File: config.mk
export PLATFORM = sky130hd
export DESIGN_NAME = sample_acquisition_seq_flat
export DESIGN_NICKNAME = d
export VERILOG_FILES = /design/src/rtl/sa_seq_pkg.sv /design/src/rtl/sample_acquisition_seq_if.sv /design/src/rtl/sa_seq_table.sv /design/src/rtl/sample_acquisition_seq.sv /design/src/flat_wrapper.sv
export SDC_FILE = /design/constraint.sdc
export NUM_CORES = 1
export LEC_CHECK = 0
export ABC_AREA = 1
export BUFFER_PORTS_ARGS = -buffer_cell sky130_fd_sc_hd__buf_2
export CORE_ASPECT_RATIO = 0.6
export CORE_MARGIN = 1
export CORE_UTILIZATION = 36
export CTS_CLUSTER_DIAMETER = 120
export DETAILED_ROUTE_END_ITERATION = 8
export GPL_TIMING_DRIVEN = 1
export PLACE_DENSITY = 0.55
export SLEW_MARGIN = 20
export SYNTH_ARGS = -nofsm -noshare
export SYNTH_HDL_FRONTEND = slang
export SYNTH_SLANG_ARGS = --single-unit
File: constraint.sdc
create_clock -name clk -period 2.45 [get_ports clk]
set_clock_uncertainty 0.2 [all_clocks]
set_input_delay 0.49 -clock clk [delete_from_list [all_inputs] [get_ports clk]]
set_output_delay 0.49 -clock clk [all_outputs]
set_load 0.03 [all_outputs]
File: src/rtl/sa_seq_pkg.sv
// sa_seq_pkg: shared state codes, entry field layout and park defaults for the acquisition sequencer
// Items:
//   state_e              FSM state / status_o code (IDLE=0 PRECHARGE=1 TRIG=2 WAIT=3 NEXT=4)
//   *_DEF                default widths and park values, shared with register_set
//   AZ_LSB/pc_lsb/cnt_lsb table entry layout {precharge_count, pc_val, azmux_val}
//   eff_len              sequence length clamp: 0 -> 1, >depth -> depth
package sa_seq_pkg;
  typedef enum logic [2:0] {
    ST_IDLE      = 3'd0,
    ST_PRECHARGE = 3'd1,
    ST_TRIG      = 3'd2,
    ST_WAIT      = 3'd3,
    ST_NEXT      = 3'd4
  } state_e;
  localparam int AZMUX_W_DEF = 4;
  localparam int PC_W_DEF = 2;
  localparam int CNT_W_DEF = 24;
  localparam logic [AZMUX_W_DEF-1:0] AZMUX_PARK_DEF = '0;
  localparam logic [PC_W_DEF-1:0] PC_PARK_DEF = '0;
  localparam int AZ_LSB = 0;
  function automatic int pc_lsb(input int az_w);
    return az_w;
  endfunction
  function automatic int cnt_lsb(input int az_w, input int pc_w);
    return az_w + pc_w;
  endfunction
  function automatic int eff_len(input int len, input int depth);
    return len == 0 ? 1 : (len > depth ? depth : len);
  endfunction
endpackage

File: src/rtl/sample_acquisition_seq_if.sv
// sample_acquisition_seq_if: table-write bus and ADC handshake between register_set/ADC and the sequencer
// Signals (suffixes are from the sequencer's point of view):
//   tbl_wr_en_i / tbl_wr_addr_i / tbl_wr_data_i  table write port
//   adc_measure_valid_i                          ADC measurement-complete pulse
//   adc_measure_trig_o                           one-cycle ADC start pulse
// Modports: master = register_set/ADC side, slave = sequencer
interface sample_acquisition_seq_if #(
  parameter int DEPTH = 8,
  parameter int AZMUX_W = 4,
  parameter int PC_W = 2,
  parameter int CNT_W = 24
);
  logic                            tbl_wr_en_i;
  logic [$clog2(DEPTH)-1:0]        tbl_wr_addr_i;
  logic [AZMUX_W+PC_W+CNT_W-1:0]   tbl_wr_data_i;
  logic                            adc_measure_valid_i;
  logic                            adc_measure_trig_o;
  modport master (
    output tbl_wr_en_i, tbl_wr_addr_i, tbl_wr_data_i, adc_measure_valid_i,
    input  adc_measure_trig_o
  );
  modport slave (
    input  tbl_wr_en_i, tbl_wr_addr_i, tbl_wr_data_i, adc_measure_valid_i,
    output adc_measure_trig_o
  );
endinterface

File: src/rtl/sa_seq_table.sv
// sa_seq_table: DEPTH-entry sequence table, synchronous write, combinational read
// Ports:
//   clk        clock
//   wr_en_i    write strobe; entry updated at the clock edge
//   wr_addr_i  write index
//   wr_data_i  entry {precharge_count, pc_val, azmux_val}
//   rd_addr_i  read index
//   rd_data_o  entry at rd_addr_i
module sa_seq_table #(
  parameter int DEPTH = 8,
  parameter int W = 30
) (
  input  logic                     clk,
  input  logic                     wr_en_i,
  input  logic [$clog2(DEPTH)-1:0] wr_addr_i,
  input  logic [W-1:0]             wr_data_i,
  input  logic [$clog2(DEPTH)-1:0] rd_addr_i,
  output logic [W-1:0]             rd_data_o
);
  logic [W-1:0] mem_q [DEPTH];
  always_ff @(posedge clk)
    if (wr_en_i) mem_q[wr_addr_i] <= wr_data_i;
  assign rd_data_o = mem_q[rd_addr_i];
endmodule

File: src/rtl/sample_acquisition_seq.sv
// sample_acquisition_seq: programmable autozero sample-acquisition sequencer
// Ports:
//   clk, reset            clock; async-assert / sync-release active-high reset
//   bus (slave)           table write port and ADC trig/valid handshake
//   arm_trigger_i         1 = run sequence continuously, 0 = stop and park
//   p_seq_len_i           active entries (0 -> 1, >DEPTH -> DEPTH), sampled in NEXT
//   azmux_o, sw_pc_ctl_o  mux / precharge-switch drive (park values when idle)
//   status_o, seq_idx_o   FSM state code, current entry index
//   sample_count_o        accepted ADC valid count
//   led0_o                toggles on every completed pass
//   monitor_o             {trig, valid, state[1:0]}
module sample_acquisition_seq
  import sa_seq_pkg::*;
#(
  parameter int DEPTH = 8,
  parameter int AZMUX_W = AZMUX_W_DEF,
  parameter int PC_W = PC_W_DEF,
  parameter int CNT_W = CNT_W_DEF,
  parameter logic [AZMUX_W-1:0] AZMUX_PARK = AZMUX_PARK_DEF,
  parameter logic [PC_W-1:0] PC_PARK = PC_PARK_DEF
) (
  input  logic                     clk,
  input  logic                     reset,
  sample_acquisition_seq_if.slave  bus,
  input  logic                     arm_trigger_i,
  input  logic [$clog2(DEPTH):0]   p_seq_len_i,
  output logic [AZMUX_W-1:0]       azmux_o,
  output logic [PC_W-1:0]          sw_pc_ctl_o,
  output logic [2:0]               status_o,
  output logic [$clog2(DEPTH)-1:0] seq_idx_o,
  output logic [31:0]              sample_count_o,
  output logic                     led0_o,
  output logic [3:0]               monitor_o
);
  localparam int AW = $clog2(DEPTH);
  localparam int LW = AW + 1;
  localparam int EW = AZMUX_W + PC_W + CNT_W;
  localparam int PC_LSB = pc_lsb(AZMUX_W);
  localparam int CNT_LSB = cnt_lsb(AZMUX_W, PC_W);
  logic [1:0]         rst_sync_q;
  logic               rst_int;
  state_e             state_q, state_d;
  logic [AW-1:0]      idx_q, idx_d;
  logic [CNT_W-1:0]   cnt_q, cnt_d;
  logic [AZMUX_W-1:0] az_q, az_d;
  logic [PC_W-1:0]    pc_q, pc_d;
  logic [31:0]        count_q, count_d;
  logic               led_q, led_d;
  logic [EW-1:0]      entry;
  logic [AW-1:0]      rd_addr;
  logic [LW-1:0]      len_eff;
  logic [LW-1:0]      idx_inc;
  logic               wrap;
  logic               load;
  // Reset asserts immediately but releases two clocks after reset falls,
  // so every flop leaves reset on the same clean edge.
  always_ff @(posedge clk or posedge reset)
    if (reset) rst_sync_q <= 2'b11;
    else rst_sync_q <= {rst_sync_q[0], 1'b0};
  assign rst_int = rst_sync_q[1];
  assign len_eff = LW'(eff_len(int'(p_seq_len_i), DEPTH));
  assign idx_inc = {1'b0, idx_q} + LW'(1);
  // '>=' also catches a length that shrank below the current index.
  assign wrap = idx_inc >= len_eff;
  // Entry to latch on PRECHARGE entry: next index from NEXT, entry 0 from IDLE.
  assign rd_addr = (state_q == ST_NEXT && !wrap) ? idx_inc[AW-1:0] : '0;
  sa_seq_table #(.DEPTH(DEPTH), .W(EW)) u_table (
    .clk       (clk),
    .wr_en_i   (bus.tbl_wr_en_i),
    .wr_addr_i (bus.tbl_wr_addr_i),
    .wr_data_i (bus.tbl_wr_data_i),
    .rd_addr_i (rd_addr),
    .rd_data_o (entry)
  );
  always_comb begin
    state_d = state_q;
    idx_d = idx_q;
    cnt_d = cnt_q;
    az_d = az_q;
    pc_d = pc_q;
    count_d = count_q;
    led_d = led_q;
    load = 1'b0;
    if (!arm_trigger_i) begin
      state_d = ST_IDLE;
      idx_d = '0;
      az_d = AZMUX_PARK;
      pc_d = PC_PARK;
    end else begin
      case (state_q)
        ST_IDLE: begin
          state_d = ST_PRECHARGE;
          load = 1'b1;
        end
        ST_PRECHARGE: begin
          // Loaded with the count on entry; a count of 0 or 1 gives one cycle.
          cnt_d = cnt_q - CNT_W'(1);
          state_d = cnt_q <= CNT_W'(1) ? ST_TRIG : ST_PRECHARGE;
        end
        ST_TRIG: state_d = ST_WAIT;
        ST_WAIT: begin
          state_d = bus.adc_measure_valid_i ? ST_NEXT : ST_WAIT;
          count_d = count_q + 32'(bus.adc_measure_valid_i);
        end
        ST_NEXT: begin
          state_d = ST_PRECHARGE;
          led_d = led_q ^ wrap;
          load = 1'b1;
        end
        default: state_d = ST_IDLE;
      endcase
      if (load) begin
        idx_d = rd_addr;
        az_d = entry[AZ_LSB +: AZMUX_W];
        pc_d = entry[PC_LSB +: PC_W];
        cnt_d = entry[CNT_LSB +: CNT_W];
      end
    end
  end
  always_ff @(posedge clk or posedge rst_int)
    if (rst_int) begin
      state_q <= ST_IDLE;
      idx_q <= '0;
      cnt_q <= '0;
      az_q <= AZMUX_PARK;
      pc_q <= PC_PARK;
      count_q <= '0;
      led_q <= 1'b0;
    end else begin
      state_q <= state_d;
      idx_q <= idx_d;
      cnt_q <= cnt_d;
      az_q <= az_d;
      pc_q <= pc_d;
      count_q <= count_d;
      led_q <= led_d;
    end
  assign bus.adc_measure_trig_o = state_q == ST_TRIG;
  assign azmux_o = az_q;
  assign sw_pc_ctl_o = pc_q;
  assign status_o = state_q;
  assign seq_idx_o = idx_q;
  assign sample_count_o = count_q;
  assign led0_o = led_q;
  assign monitor_o = {bus.adc_measure_trig_o, bus.adc_measure_valid_i, state_q[1:0]};
endmodule

File: src/flat_wrapper.sv
// flat-port wrapper written by rule: the top's interface ports become plain ports
module sample_acquisition_seq_flat import sa_seq_pkg::*;
#(
  parameter int DEPTH = 8,
  parameter int AZMUX_W = AZMUX_W_DEF,
  parameter int PC_W = PC_W_DEF,
  parameter int CNT_W = CNT_W_DEF,
  parameter logic [AZMUX_W-1:0] AZMUX_PARK = AZMUX_PARK_DEF,
  parameter logic [PC_W-1:0] PC_PARK = PC_PARK_DEF
)
  (clk, reset, arm_trigger_i, p_seq_len_i, azmux_o, sw_pc_ctl_o, status_o, seq_idx_o, sample_count_o, led0_o, monitor_o, bus_tbl_wr_en_i, bus_tbl_wr_addr_i, bus_tbl_wr_data_i, bus_adc_measure_valid_i, bus_adc_measure_trig_o);
  sample_acquisition_seq_if #(.DEPTH(DEPTH), .AZMUX_W(AZMUX_W), .PC_W(PC_W), .CNT_W(CNT_W)) bus_i ();
  input  logic clk;
  input  logic reset;
  input  logic arm_trigger_i;
  input  logic [$clog2(DEPTH):0] p_seq_len_i;
  output logic [AZMUX_W-1:0] azmux_o;
  output logic [PC_W-1:0] sw_pc_ctl_o;
  output logic [2:0] status_o;
  output logic [$clog2(DEPTH)-1:0] seq_idx_o;
  output logic [31:0] sample_count_o;
  output logic led0_o;
  output logic [3:0] monitor_o;
  input wire logic [$bits(bus_i.tbl_wr_en_i)-1:0] bus_tbl_wr_en_i;
  input wire logic [$bits(bus_i.tbl_wr_addr_i)-1:0] bus_tbl_wr_addr_i;
  input wire logic [$bits(bus_i.tbl_wr_data_i)-1:0] bus_tbl_wr_data_i;
  input wire logic [$bits(bus_i.adc_measure_valid_i)-1:0] bus_adc_measure_valid_i;
  output wire logic [$bits(bus_i.adc_measure_trig_o)-1:0] bus_adc_measure_trig_o;
  assign bus_i.tbl_wr_en_i = bus_tbl_wr_en_i;
  assign bus_i.tbl_wr_addr_i = bus_tbl_wr_addr_i;
  assign bus_i.tbl_wr_data_i = bus_tbl_wr_data_i;
  assign bus_i.adc_measure_valid_i = bus_adc_measure_valid_i;
  assign bus_adc_measure_trig_o = bus_i.adc_measure_trig_o;
  sample_acquisition_seq #(.DEPTH(DEPTH), .AZMUX_W(AZMUX_W), .PC_W(PC_W), .CNT_W(CNT_W), .AZMUX_PARK(AZMUX_PARK), .PC_PARK(PC_PARK)) u_core (.clk(clk), .reset(reset), .bus(bus_i), .arm_trigger_i(arm_trigger_i), .p_seq_len_i(p_seq_len_i), .azmux_o(azmux_o), .sw_pc_ctl_o(sw_pc_ctl_o), .status_o(status_o), .seq_idx_o(seq_idx_o), .sample_count_o(sample_count_o), .led0_o(led0_o), .monitor_o(monitor_o));
endmodule
=== Word-level counts from Yosys, hierarchy flattened ===
Memories as Yosys holds them, arrays and structs flattened.
Index checks and enable logic that the tools add are counted.

* Flip-flop bits (word level): 71
* Bits in latches: 0
* Bits in writable memories: 240
* Memory bits (read-only): 0
* Logic and storage cells: 49
* Memories kept: 1

* Add/subtract/negate cells: 3
* Multiply operators: 0
* Divide/modulo/power cells: 0
* Order comparisons: 3
* Eq/ne operators: 5
* Shift operators: 0
* Multiplexer cells: 19
* Bitwise operators: 1
* Reduce and logical (&&, ||, !) cells: 9

{| class="wikitable"
|+ Memory list
! name !! words !! width !! rd ports !! clocked after Yosys merged registers in !! wr ports !! line !! source
|-
| u_core.u_table.mem_q || 8 || 30 || 1 || 0 || 1 || sa_seq_table.sv:20 || <nowiki>logic [W-1:0] mem_q [DEPTH];</nowiki>
|}

{| class="wikitable"
|+ Operator list
! cell !! number
|-
| two-way mux 24 bit || 2
|-
| adder 32 x 1 -> 32 bit || 1
|-
| less-or-equal comparator 24 x 1 -> 1 bit (second input constant) || 1
|-
| subtractor 24 x 1 -> 24 bit (second input constant) || 1
|-
| two-way mux 4 bit || 4
|-
| two-way mux 3 bit || 5
|-
| one-hot mux 3 bit (4 select lines) || 1
|-
| == test 3 x 2 -> 1 bit (second input constant) || 2
|-
| two-way mux 2 bit || 3
|-
| AND reduction 2 bit || 3
|-
| adder 3 x 1 -> 4 bit (second input constant) || 1
|-
| >= comparator 4 bit || 1
|-
| greater-than comparator 4 bit (second input constant) || 1
|-
| logical NOT 4 bit || 1
|-
| two-way mux 1 bit || 4
|-
| == test 3 x 1 -> 1 bit (second input constant) || 1
|-
| == test 3 bit (second input constant) || 1
|-
| logical NOT 3 bit || 1
|-
| inequality test 2 x 1 -> 1 bit (second input constant) || 1
|-
| nonzero test 2 bit || 1
|-
| OR reduction 2 bit || 1
|-
| logical AND 1 bit || 1
|-
| logical NOT 1 bit || 1
|-
| XOR 1 bit || 1
|}

=== Depth between registers and ports, before layout ===
Gate-level depths: netlist of the first run.
An unclocked memory read counts as a cell.

* Word-level depth: 10
* Gate-level depth with buffers: 17

=== Cells and area by module ===
Synthesis of the first run repeated with hierarchy kept, for this count alone.

* Cell total of the unflattened synthesis: 1,684
* Area total of the unflattened synthesis: 14,861.8 µm²

{| class="wikitable"
|+ By module, submodules not included
! module !! instances !! cells each !! area an instance (µm²)
|-
| sa_seq_table || 1 || 1,055 || 10,477.5
|-
| sample_acquisition_seq || 1 || 629 || 4,384.2
|}

=== Worst setup path before layout of the first run ===
Ideal clock, no wire load.

* Path kind: reg2reg
* From: reg u_core.idx_q[0], in the netlist u_core.seq_idx_o[0]
* To: reg u_core.cnt_q[8]
* Data arrival time: 2.719 ns
* Data required time: 2.128 ns
* Slack: -0.591 ns
* Stages on the path, launching flop included: 15
* Cell sequence: dfrtp_1 > clkinv_1 > clkbuf_1 > nor3_1 > ha_1 > a21oi_2 > nand3_1 > nor2_1 > nand2_1 > buf_2 > buf_2 > nand3_1 > nand3_1 > nand3_1 > a21oi_1

* Word-level cells in the longest chain between the ends: 7

{| class="wikitable"
|+ RTL lines
! element !! line !! source
|-
| start, declared || sample_acquisition_seq.sv:43 || <nowiki>logic [AW-1:0] idx_q, idx_d;</nowiki>
|-
| start signal, assigned || sample_acquisition_seq.sv:131 || <nowiki>idx_q <= idx_d;</nowiki>
|-
| adder 3 x 1 -> 4 bit * || sample_acquisition_seq.sv:62 || <nowiki>assign idx_inc = {1'b0, idx_q} + LW'(1);</nowiki>
|-
| >= comparator 4 bit || sample_acquisition_seq.sv:64 || <nowiki>assign wrap = idx_inc >= len_eff;</nowiki>
|-
| logical NOT 1 bit || sample_acquisition_seq.sv:66 || <nowiki>assign rd_addr = (state_q == ST_NEXT && !wrap) ? idx_inc[AW-1:0] : '0;</nowiki>
|-
| logical AND 1 bit || sample_acquisition_seq.sv:66 ||
|-
| two-way mux 3 bit * || sample_acquisition_seq.sv:66 ||
|-
| memory (8 x 30 bit) * || n/a ||
|-
| two-way mux 24 bit * || sample_acquisition_seq.sv:112 || <nowiki>if (load) begin</nowiki>
|-
| end signal, assigned || sample_acquisition_seq.sv:132 || <nowiki>cnt_q <= cnt_d;</nowiki>
|-
| end, declared || sample_acquisition_seq.sv:44 || <nowiki>logic [CNT_W-1:0] cnt_q, cnt_d;</nowiki>
|}

Mark *: on every way between the ends. The rest lies on a longest branch, timed or not.
A chain may end at the register's enable or synchronous reset.

=== Final worst setup path of the first run ===
* From: reg u_core.idx_q[0], in the netlist u_core.seq_idx_o[0]
* To: reg u_core.cnt_q[3]

Same word-level chain as after synthesis.

==> results.cfg, run 1 <==
[status]
status = complete, but fails checks
violations = negative setup slack

[synth]
ys_seq_area_frac = 0.652
synth_area_mm2 = 0.0138
syn-num-nets = 1392
yosysTopAreaCellShare = 0.523
avgSynthCellArea_um2 = 10.3
ys_ff_latch = 311
synth_edf_count = 240
ys_types = 40
synth_area_leader_cell = edfxtp_1
synthTopCellsByArea = edfxtp_1, dfrtp_1, nand3_1, nand2_1, nor2_1
syn-instance-count = 1341
synth_common_cells = edfxtp_1, nand2_1, nand3_1
async_reset_ff_frac = 0.228
ys_warn_count = 0
synth.most_common_cell = edfxtp_1
synth-main-ff-cell = edfxtp_1

[critical_path]
timing.rr.end = u_core.cnt_q[3]$_DFFE_PP0P_
crit_slowest_cell = dfrtp_2
reg2reg_slack_ps = -210
reg2reg_depth = 16
critical_path.top_delay_family = buffers and inverters
critPathCapture = u_core.cnt_q[3]$_DFFE_PP0P_
cp.depth = 16
cp-start-kind = flop
r2r-start = u_core.seq_idx_o[0]$_DFFE_PP0P_
crit_required_ps = 2720
cpPeakStageDelay_ps = 400
cp_max_fo = 6
criticalPathCategory = reg2reg
worstSetupStartpoint = u_core.seq_idx_o[0]$_DFFE_PP0P_
endpoint_kind = flop
crit_chain = buf_6 -> clkinv_4 -> nor3_4 -> ha_4 -> a21oi_4 -> buf_6 -> nand3_4 -> nor2_4 -> buf_12 -> buf_12 -> buf_16 -> nor2_2 -> o21ai_1 -> nand3_1 -> nand3_2 -> a21oi_2
crit_buf_inv = 6
crit_arrival_ps = 2940

[timing]
relSlewSlack = 0.568
rsz0062_at_grt = true
final-setup-viol-count = 30
period_share = 1.09
report.final.hold_viol_count = 0
setup_ws_ps = -214
worst_slew_pin_slew_ps = 648
slew_viol_final = 0
max_clock_freq_mhz = 375
holdWs_ps = 11.2
fin_crit_ps = 2660

[power_and_ir_drop]
p_leak_nw = 7.59
total_power_mw = 11.5
ir_drop_uv = 507
cellPowerDensity_mw_per_mm2 = 648

[floorplanning]
num_rows = 55
start_util = 0.365
die_h_um = 154
fp.dieW_um = 255
core-area_mm2 = 0.0377
pin_count = 92
die_area_mm2 = 0.0391

[finish]
areaGrowthSynthToFinish_pct = 29.2
layout-drive-gt1-share = 0.256
final_cell_area_mm2 = 0.0178
antennaDiodeCount = 0
final_core_util = 0.472
nets = 1586

[grt]
grt_pass1_vias = 9592
grt_max_degree = 51
globalRouteOverflowTotal = 0
grt_use_total = 0.185
grt_pass1_wl_um = 55600
grt_antenna_before_repair = 1

[placed_design]
gp_congestion = 0.827
dpl_cell_area_mm2 = 0.0155
post-place-ws_ps = -571
hpwl_um = 21000
io_buffers = 91

[cts]
htree_levels = 1
cts_tree = built
cts_buffers = 30
clk_pin_slew_worst_paths_ps = 70
clock_latency_ps = 590
max-clock-path-buffers = 3
clock-sinks = 311
cts_root_buf = clkbuf_16

[routing]
first_pass_iters = 7
maxUsedRoutingLayer = met5
wire_per_inst_um = 17.5
post_drt_via_cell_ratio = 4.82
drt-initial-drc-count = 850
antenna_left = 0
route.met2.wl_um = 15100
routed_wirelength_um = 36300
wirelength_met1_um = 18300
vias = 9981
wl_met3_um = 2160
drc_errors = 0

[min_path]
hold_class = in2reg

[run]
cap_violations = 0
==> worst register-to-register path: cells and delay by family (launching register included) <==
| family | cells | cell delay [ps] |
|---|---|---|
| AO/OA/AOI/OAI | 3 | 320 |
| adder cells (fa/ha/maj) | 1 | 250 |
| buffers and inverters | 6 | 730 |
| flip-flops | 1 | 400 |
| AND/OR/NAND/NOR | 6 | 690 |
==> state kept, by name, indices dropped and copies added, names as in the netlist <==
register               cells
u_core.led0_o              1
u_core.seq_idx_o           3
u_core.azmux_o             4
u_core.cnt_q              24
u_core.status_o            3
u_core.rst_sync_q          2
u_core.sw_pc_ctl_o         2
u_core.sample_count_o     32
u_core.u_table.mem_q     240
==> area by class of cell <==
type	instances	area, µm²
fill	3496	19900
clock inverter	22	215
clock buffer	34	776
multi-input combinational	807	4510
timing repair buffer	217	2020
tap	513	642
inverter	168	641
sequential	311	8990
==> cells in the final DEF (no fill, tap or decap), types with 9 or more instances in the layout <==
master,n
buf_4,56
nor2_2,11
nand2_1,215
nand2_2,18
nand3_2,57
buf_2,91
a21oi_1,31
edfxtp_1,240
dfrtp_1,66
nor2_4,16
xnor2_1,13
inv_1,157
a21oi_2,15
nor2_1,163
xor2_1,23
buf_6,10
dlygate4sd3_1,23
inv_2,9
o21ai_1,33
nor3_1,9
nand3_1,127
o21ai_0,25
clkbuf_16,32
buf_12,26
==> layer usage <==
layer / vias to the layer above / GRT usage
met4: 2 / 0.0371
met5: - / 0
li1: 4864 / -
met2: 261 / 0.267
met1: 4800 / 0.284
met3: 54 / 0.0391
==> logic make-up after synthesis <==
| family | Yosys count | share of synthesized area |
|---|---|---|
| buffers and inverters | 223 | 0.0657 |
| adder cells (fa/ha/maj) | 9 | 0.00817 |
| AND/OR/NAND/NOR | 648 | 0.209 |
| flip-flops | 311 | 0.652 |
| AO/OA/AOI/OAI | 112 | 0.0418 |
| XOR/XNOR | 37 | 0.0235 |
| other | 1 | 0.000272 |
==> worst min path at each step <==
stage | slack (ps) | end | cells after the start | start
global placement | 140 | u_core.azmux_o[0]$_DFFE_PP0P_ | 1 | u_core.rst_sync_q[1]$_DFF_PP1_
floorplan | 150 | u_core.rst_sync_q[1]$_DFF_PP1_ | 0 | u_core.rst_sync_q[0]$_DFF_PP1_
detailed placement | 140 | u_core.azmux_o[1]$_DFFE_PP0P_ | 1 | u_core.rst_sync_q[1]$_DFF_PP1_
finish | 10 | u_core.u_table.mem_q[3][18]$_DFFE_PP_ | 1 | bus_tbl_wr_data_i[18]
global route | 10 | u_core.u_table.mem_q[5][29]$_DFFE_PP_ | 1 | bus_tbl_wr_data_i[29]
CTS | 0.6 | u_core.u_table.mem_q[7][29]$_DFFE_PP_ | 1 | bus_tbl_wr_data_i[29]
==> metrics by stage <==
| stage | setup TNS [ps] | std cells |
|---|---|---|
| after floorplan | -2810 | 1341 |
| after global placement | -15030 | 1960 |
| after detailed placement | -16150 | 1960 |
| after CTS | -3530 | 2060 |
| after global routing | -8340 | 2072 |
| final | -4440 | 2072 |
==> power breakdown <==
group / total (mW) / leakage (nW) / internal, mW / switching, mW
Combinational: 0.776 / 4.03 / 0.282 / 0.495
Sequential: 6.06 / 3.07 / 5.92 / 0.142
Clock: 4.71 / 0.492 / 2.69 / 2.02
==> what timing repair did <==
action,4_1_cts,5_1_grt
hold endpoints to repair,168,0
setup endpoints to repair,31,32
gates resized for setup,103,51
cloned,8,2
pin swaps,55,27
setup buffers,14,11
hold buffers,23,0
(Power assumes the default switching activity.)
==> run 2: changes to the inputs <==
--- a/config.mk
+++ b/config.mk
@@ -9,11 +9,11 @@
 export BUFFER_PORTS_ARGS = -buffer_cell sky130_fd_sc_hd__buf_2
 export CORE_ASPECT_RATIO = 0.6
 export CORE_MARGIN = 1
-export CORE_UTILIZATION = 36
+export CORE_UTILIZATION = 40
 export CTS_CLUSTER_DIAMETER = 120
 export DETAILED_ROUTE_END_ITERATION = 8
 export GPL_TIMING_DRIVEN = 1
-export PLACE_DENSITY = 0.55
+export PLACE_DENSITY = 0.6
 export SLEW_MARGIN = 20
 export SYNTH_ARGS = -nofsm -noshare
 export SYNTH_HDL_FRONTEND = slang
==> results.cfg, run 2 (synthesis results as in run 1) <==
[critical_path]
crit_required_ps = 2720
crit_arrival_ps = 2940
endpoint_kind = flop
cp-start-kind = flop
worstSetupStartpoint = u_core.seq_idx_o[0]$_DFFE_PP0P_
r2r-start = u_core.seq_idx_o[0]$_DFFE_PP0P_
cp_max_fo = 7
criticalPathCategory = reg2reg

[floorplanning]
num_rows = 52
pin_count = 92
start_util = 0.407
die_h_um = 146
die_area_mm2 = 0.0352
fp.dieW_um = 242
core-area_mm2 = 0.0338

[finish]
nets = 1578
areaGrowthSynthToFinish_pct = 26.5
final_cell_area_mm2 = 0.0174
final_common_cell = edfxtp_1
regMostFlops = u_core.u_table.mem_q
largest_reg_flops = 240
antennaDiodeCount = 0
final_cell_mix = edfxtp_1, nand2_1, nor2_1, inv_1, nand3_1
layout-drive-gt1-share = 0.234

[cts]
clock-sinks = 311
cts_root_buf = clkbuf_16
htree_levels = 1
cts_buffers = 29
clock_latency_ps = 580
cts_tree = built
max-clock-path-buffers = 3
clk_pin_slew_worst_paths_ps = 70

[routing]
routed_wirelength_um = 34600
antenna_left = 0
drt-initial-drc-count = 955
vias = 9966
wire_per_inst_um = 17.2
drc_errors = 0
post_drt_via_cell_ratio = 4.96
first_pass_iters = 6

[grt]
grt_use_total = 0.196
grt_antenna_before_repair = 0
globalRouteOverflowTotal = 0
grt_max_degree = 52
grt_pass1_wl_um = 54300
grt_pass1_vias = 9542

[timing]
worst_slew_pin_slew_ps = 672
relSlewSlack = 0.551
max_clock_freq_mhz = 375
fin_crit_ps = 2670
final-setup-viol-count = 30
rsz0062_at_grt = true
period_share = 1.09
report.final.hold_viol_count = 0
slew_viol_final = 0
setup_ws_ps = -219

[power_and_ir_drop]
power_switching_mw = 2.62
cellPowerDensity_mw_per_mm2 = 642
p_leak_nw = 7.42
intPower_mw = 8.57
ir_drop_uv = 521
combPwrFrac = 0.068
clockPowerShare = 0.391
p_seq_frac = 0.541
p_sw_frac = 0.234

[placed_design]
gp_congestion = 0.892
io_buffers = 91
hpwl_um = 19900
post-place-ws_ps = -527
dpl_cell_area_mm2 = 0.0154

[run]
cap_violations = 0

[status]
status = complete, but fails checks
violations = negative setup slack

[min_path]
holdCritStartpoint = bus_tbl_wr_data_i[29]
hold_class = in2reg
run 2: cell count changes in the layout (fill, tap and decap cells not counted), sizes merged:
cell         before  now
buf             192  182
bufinv            4    1
clkbuf           36   41
clkinv           20   15
clkinvlp          0    1
dlygate4sd3      23   25
inv             166  167
run 2: through the flow:
| step | TNS (ps) | total power [mW] | util | cells | hold slack (ps) |
|---|---|---|---|---|---|
| global placement | -12770 | 6.83 | 0.456 | 1904 | 146 |
| CTS | -4360 | 11.2 | 0.504 | 2002 | 1.26 |
| detailed placement | -14300 | 6.85 | 0.456 | 1904 | 147 |
| floorplan | -2810 | 6.54 | - | 1341 | 145 |
| global route | -9220 | 11.6 | 0.515 | 2009 | 19.7 |
| finish | -4740 | 11.2 | 0.515 | 2009 | 17.9 |
run 2: critical path, cell delays in order, from the launching register on:
cell      delay (ps)
dfrtp_2          400
buf_6            130
clkinv_4          60
nor3_4           190
ha_4             240
a21oi_4          170
buf_6            110
nand4_1          150
buf_6            230
buf_12           150
buf_16           140
o21ai_2          140
nand3_2           90
nand3_2           90
a21oi_2           50
run 2: power groups by stage:
stage / Sequential [mW] / Clock [mW] / Combinational [mW]
final: 6.06 / 4.38 / 0.764
after global routing: 6.08 / 4.65 / 0.856
after CTS: 6.05 / 4.45 / 0.732
after detailed placement: 6.16 / 0 / 0.691
after global placement: 6.15 / 0 / 0.677
after floorplan: 6.14 / 0 / 0.394
run 2: what timing repair did:
item	4_1_cts	5_1_grt
hold buffers	25	0
setup buffers	14	4
cloned	5	4
endpoints found under the hold margin	187	0
resized for setup	43	73
setup endpoints to repair	30	35
pin swaps	26	43
run 2: final timing paths:
kind / endpoint / slack, ps / cells past startpoint
setup / recovery: u_core.cnt_q[9]$_DFFE_PP0P_ / -220 / 14
hold / removal: u_core.u_table.mem_q[2][29]$_DFFE_PP_ / 20 / 1
setup reg to reg: u_core.cnt_q[9]$_DFFE_PP0P_ / -220 / 14
hold reg to reg: u_core.sw_pc_ctl_o[0]$_DFFE_PP0P_ / 160 / 1
max in group asynchronous: u_core.seq_idx_o[1]$_DFFE_PP0P_ / 1250 / 2
min in group asynchronous: u_core.sw_pc_ctl_o[0]$_DFFE_PP0P_ / 160 / 1
run 2: final cells by class:
class                      count  area (µm²)
timing repair buffer         210        1930
inverter                     168         636
tap                          459         574
clock buffer                  38         790
fill                        3021       16400
clock inverter                16         115
sequential                   311        8990
multi-input combinational    807        4400
run 2: routing by layer:
metal | vias to the layer above | global-route usage | share of wire
li1 | 4847 | - | -
met1 | 4772 | 0.312 | 0.50
met2 | 303 | 0.281 | 0.42
met3 | 44 | 0.0266 | 0.060
met4 | 0 | 0.0395 | 0.015
met5 | - | 0 | 0
